## src/rtl/ifu_axi_fetch.sv

```systemverilog
// ifu_axi_fetch: multi-cycle instruction fetch stage.
//
// Takes one PC at a time from the PC unit and reads the instruction word over
// the AR/R channels of an AXI4-Lite master port. The word is held for decode
// until decode accepts it. A misaligned PC or a non-OKAY read response is
// passed to decode as a faulting instruction, so decode or the CSR logic takes
// the trap and fetch keeps running. flush_i abandons the fetch in progress.
//
// Ports
//   clk_i, rst_i                  clock (rising edge), async active-low reset
//   pc_i, pc_valid_i, pc_ready_o  PC from the PC unit (valid/ready)
//   flush_i                       redirect from execute
//   araddr_o, arvalid_o, arready_i           AXI AR channel
//   rdata_i, rresp_i, rvalid_i, rready_o     AXI R channel
//   inst_o, inst_pc_o, fault_o, inst_valid_o, inst_ready_i   to decode
//   fetch_cnt_o                   number of instructions decode has accepted
module ifu_axi_fetch #(
  parameter int unsigned PC_W   = 32,
  parameter int unsigned INST_W = 32,
  parameter int unsigned CNT_W  = 64
) (
  input  logic              clk_i,
  input  logic              rst_i,
  input  logic [PC_W-1:0]   pc_i,
  input  logic              pc_valid_i,
  output logic              pc_ready_o,
  input  logic              flush_i,
  output logic [PC_W-1:0]   araddr_o,
  output logic              arvalid_o,
  input  logic              arready_i,
  input  logic [INST_W-1:0] rdata_i,
  input  logic [1:0]        rresp_i,
  input  logic              rvalid_i,
  output logic              rready_o,
  output logic [INST_W-1:0] inst_o,
  output logic [PC_W-1:0]   inst_pc_o,
  output logic              inst_valid_o,
  input  logic              inst_ready_i,
  output logic              fault_o,
  output logic [CNT_W-1:0]  fetch_cnt_o
);

  typedef enum logic [1:0] {StIdle, StAddr, StData, StHold} state_e;

  state_e state_q;
  // Set when a flush hits an AXI read already issued; the response must
  // still be accepted (one outstanding read) but is thrown away.
  logic   discard_q;

  localparam logic [CNT_W-1:0] CntOne = {{(CNT_W-1){1'b0}}, 1'b1};

  assign pc_ready_o = (state_q == StIdle);

  always_ff @(posedge clk_i or negedge rst_i) begin
    if (!rst_i) begin
      state_q      <= StIdle;
      discard_q    <= 1'b0;
      araddr_o     <= '0;
      arvalid_o    <= 1'b0;
      rready_o     <= 1'b0;
      inst_o       <= '0;
      inst_pc_o    <= '0;
      inst_valid_o <= 1'b0;
      fault_o      <= 1'b0;
      fetch_cnt_o  <= '0;
    end else begin
      unique case (state_q)
        StIdle: begin
          if (pc_valid_i && !flush_i) begin
            araddr_o  <= pc_i;
            inst_pc_o <= pc_i;
            if (pc_i[1:0] != 2'b00) begin
              // Misaligned: no bus access, hand a faulting word straight to decode.
              inst_o       <= '0;
              fault_o      <= 1'b1;
              inst_valid_o <= 1'b1;
              state_q      <= StHold;
            end else begin
              arvalid_o <= 1'b1;
              state_q   <= StAddr;
            end
          end
        end

        StAddr: begin
          // AR must not be withdrawn once offered, so a flush only marks the
          // eventual response for discard.
          if (flush_i) begin
            discard_q <= 1'b1;
          end
          if (arready_i) begin
            arvalid_o <= 1'b0;
            rready_o  <= 1'b1;
            state_q   <= StData;
          end
        end

        StData: begin
          if (rvalid_i) begin
            rready_o <= 1'b0;
            if (discard_q || flush_i) begin
              discard_q <= 1'b0;
              state_q   <= StIdle;
            end else begin
              inst_o       <= rdata_i;
              fault_o      <= (rresp_i != 2'b00);
              inst_valid_o <= 1'b1;
              state_q      <= StHold;
            end
          end else if (flush_i) begin
            discard_q <= 1'b1;
          end
        end

        StHold: begin
          // A flush overrides a simultaneous accept: the instruction is on the
          // wrong path and must not be counted as retired fetch.
          if (flush_i) begin
            inst_valid_o <= 1'b0;
            state_q      <= StIdle;
          end else if (inst_ready_i) begin
            fetch_cnt_o  <= fetch_cnt_o + CntOne;
            inst_valid_o <= 1'b0;
            state_q      <= StIdle;
          end
        end

        default: state_q <= StIdle;
      endcase
    end
  end

endmodule

```

## config.mk

```make
export PLATFORM = sky130hd
export DESIGN_NAME = ifu_axi_fetch
export DESIGN_NICKNAME = d
export VERILOG_FILES = /design/src/rtl/ifu_axi_fetch.sv
export SDC_FILE = /design/constraint.sdc
export NUM_CORES = 1
export LEC_CHECK = 0
export ABC_CLOCK_PERIOD_IN_PS = 7700
export BUFFER_PORTS_ARGS = -buffer_cell sky130_fd_sc_hd__buf_2
export CORE_UTILIZATION = 40
export CTS_CLUSTER_SIZE = 24
export DETAILED_ROUTE_END_ITERATION = 8
export PLACE_DENSITY = 0.73
export SYNTH_ARGS = -nofsm -noshare
export SYNTH_HDL_FRONTEND = slang
export SYNTH_SLANG_ARGS = --single-unit
```

## constraint.sdc

```tcl
create_clock -name clk_i -period 7.7 [get_ports clk_i]
set_clock_uncertainty 0.2 [all_clocks]
set_input_delay 0.77 -clock clk_i [delete_from_list [all_inputs] [get_ports clk_i]]
set_output_delay 0.77 -clock clk_i [all_outputs]
set_load 0.02 [all_outputs]
```

==> impl_metrics.env <==
export IMPL_synth_fa_ha_area_share_pct=0.207
export IMPL_diodes=0
export IMPL_drcViolationCount=44
export IMPL_multi_input_area_um2=2300
export IMPL_ys_flop_type="dfrtp_1"
export IMPL_grt_pass1_wl_um=23000
export IMPL_seq_area_frac_synth_pct=55.9
export IMPL_synth_simple_area_share_pct=18.0
export IMPL_arrival_ps=3140
export IMPL_die_w_um=125
export IMPL_p_leak_nw=4.03
export IMPL_yosys_warnings=0
export IMPL_setup_viol=0
export IMPL_cts_sinks=135
export IMPL_dr_pass1_iters=7
export IMPL_ctsHoldBuffers=0
export IMPL_io_buffers=237
export IMPL_max_slew_margin_pct=24.6
export IMPL_status="complete, but fails checks"
export IMPL_finalPower_w=0.00285
export IMPL_synth_top_family_by_area="simple AND/OR/NAND/NOR gates"
export IMPL_antenna_found_initial=0
export IMPL_synth_distinct_cells=35
export IMPL_root_buffer="clkbuf_16"
export IMPL_first_global_vias=4683
export IMPL_dpl_hpwl_um=10200
export IMPL_netlist_area_um2=6040
export IMPL_synthTopCellsByArea="dfrtp_1 (56%), nand2_1 (6.5%), mux2_2 (6.0%), xor2_1 (4.8%), xnor2_1 (4.4%)"
export IMPL_max_cap_violations=0
export IMPL_syn_to_final_growth_pct=28.2
export IMPL_post_cts_resized=0
export IMPL_path_max_fanout=15
export IMPL_synth_edf_count=0
export IMPL_antenna_left=0
export IMPL_peakVddDrop_mv=0.225
export IMPL_cts_setup_buffers=0
export IMPL_final_setup_tns_ps=0
export IMPL_synth_xor_area_share_pct=9.14
export IMPL_via_count=4838
export IMPL_grt_max_degree=82
export IMPL_cts_tree="done"
export IMPL_cp_end_kind="flip-flop"
export IMPL_syn_instance_count=576
export IMPL_finalHoldViolCount=0
export IMPL_clock_path_buffers=2
export IMPL_cts_buffers=17
export IMPL_fin_hold_ws_ps=107
export IMPL_final_nets=854
export IMPL_gp_congestion=0.827
export IMPL_dieArea_um2=15600
export IMPL_seqCellArea_um2=3380
export IMPL_overflow=0
export IMPL_worstMarginPinSlew_ps=1120
export IMPL_grt_setup_unrepaired="false"
export IMPL_drt_iter0_markers=259
export IMPL_violations="design-rule violations"
export IMPL_ys_seq_elements=135
export IMPL_timing_fmax_mhz=328
export IMPL_p_per_area_nw_per_um2=368
export IMPL_cp_required_ps=7780
export IMPL_coreArea_um2=14600
export IMPL_yosys_area_top_type="dfrtp_1"
export IMPL_die_h_um=125
export IMPL_clk_latency_ps=410
export IMPL_syn_nets=650
export IMPL_slew_violations=0
export IMPL_path_clk_slew_ps=60
export IMPL_vias_per_cell=4.95
export IMPL_cts_max_level=4
export IMPL_synth_top_area_share_pct=55.9
export IMPL_avgSynthCellArea_um2=10.5
export IMPL_synth_compound_gate_area_share_pct=4.46
export IMPL_rows=44
export IMPL_synth_async_sr_flop_share_pct=100
export IMPL_fillers=1329
export IMPL_finalCritPeriodShare_pct=39.7
export IMPL_period_needed_ps=3050
export IMPL_synth_mux_area_fraction_pct=6.13
export IMPL_ios=238
export IMPL_critical_path_startpoint_type="flip-flop"
export IMPL_grt_usage_pct=18.5
export IMPL_wl_per_cell_um=14.2
export IMPL_wl_um=13900
export IMPL_initial_core_util_pct=41.2
export IMPL_drive_gt1_share_pct=38.6
export IMPL_hp_class="input port to async pin"
export IMPL_criticalPathCategory="flip-flop to flip-flop"
## cell usage in the layout (no fill, tap or decap), types with 6 or more instances in the layout
cell type and instances:
nor3_1 22, and3_1 6, nand2_1 104, nand3_1 23, a21oi_1 8, xnor2_1 30, mux2_2 32, buf_2 236
nor2_1 26, xor2_1 33, nor4_1 12, o21ai_0 40, clkbuf_1 6, dfrtp_1 135, inv_1 9, clkbuf_16 17
nand4_1 15
## layout make-up
type / instances / share of cell area [%]
Timing Repair Buffer: 240 / 15.7
Multi-Input combinational cell: 377 / 29.7
Tap cell: 184 / 2.97
Clock inverter: 8 / 1.58
Sequential cell: 135 / 43.6
Clock buffer: 24 / 5.96
Inverter: 9 / 0.436
## critical path, stage by stage (launching register included)
cell and delay, ps:
dfrtp_1 650, nand4b_4 210, or4_4 590, nor4_2 860, nand4_1 240, xnor2_1 190
## stage by stage
| stage | instances | area (µm²) | setup slack, ps | utilization (%) |
|---|---|---|---|---|
| after floorplan | 576 | 6040 | 4820 | - |
| after global placement | 945 | 7160 | 4430 | 48.9 |
| after detailed placement | 945 | 7160 | 4300 | 48.9 |
| after CTS | 977 | 7740 | 4620 | 52.9 |
| after global routing | 977 | 7740 | 4430 | 52.9 |
| final | 977 | 7740 | 4650 | 52.9 |
## layer usage
metal  up-vias  track usage (%)  part of all wire, %
met1      2282             22.9                   43
met4         0             7.60                  2.1
met3        22             4.68                  6.4
met2       195             31.0                   48
li1       2339                -                    -
met5         -                0                    0
## registers in the layout, summed over array words and instances, names as in the netlist
name	flops
fetch_cnt_o	64
inst_pc_o	32
inst_o	32
fault_o	1
arvalid_o	1
inst_valid_o	1
rready_o	1
state_q	2
discard_q	1
## logic make-up after synthesis
family	Yosys count
AOI/OAI and AO/OA	52
xor gates and xnor gates	63
adders and majority gates	1
buffers and inverters	64
DFF	135
muxes	33
and+or+nand+nor	228
## cell usage after synthesis (all sizes together) (6+ instances only)
cell type and number:
nand4 15, o21ai 40, inv 9, nor4 13
nor3 22, mux2 32, xnor2 30, clkbuf 18
nor2 26, xor2 33, and3 6, nand2 104
dfrtp 135, nand3 23, a21oi 8, buf 37
## power breakdown
part           total (W)  internal (W)  switching [W]
clock           0.000801      0.000517       0.000284
combinational   0.000996      0.000351       0.000645
sequential       0.00105      0.000904       0.000148
total            0.00285       0.00177        0.00108
## path summary, 6_finish.rpt
path | cells after the start | startpoint | endpoint | slack (ps)
worst min-delay path | 1 | rst_i | inst_pc_o[6] | 110
worst min register to register | 1 | fetch_cnt_o[63] | fetch_cnt_o[63] | 270
worst max register to register | 5 | state_q[1] | fetch_cnt_o[50] | 4650
max in group asynchronous | 2 | rst_i | rready_o | 5800
worst max-delay path | 5 | state_q[1] | fetch_cnt_o[50] | 4650
min in group clk_i | 1 | fetch_cnt_o[63] | fetch_cnt_o[63] | 270
(Power assumes the default switching activity.)
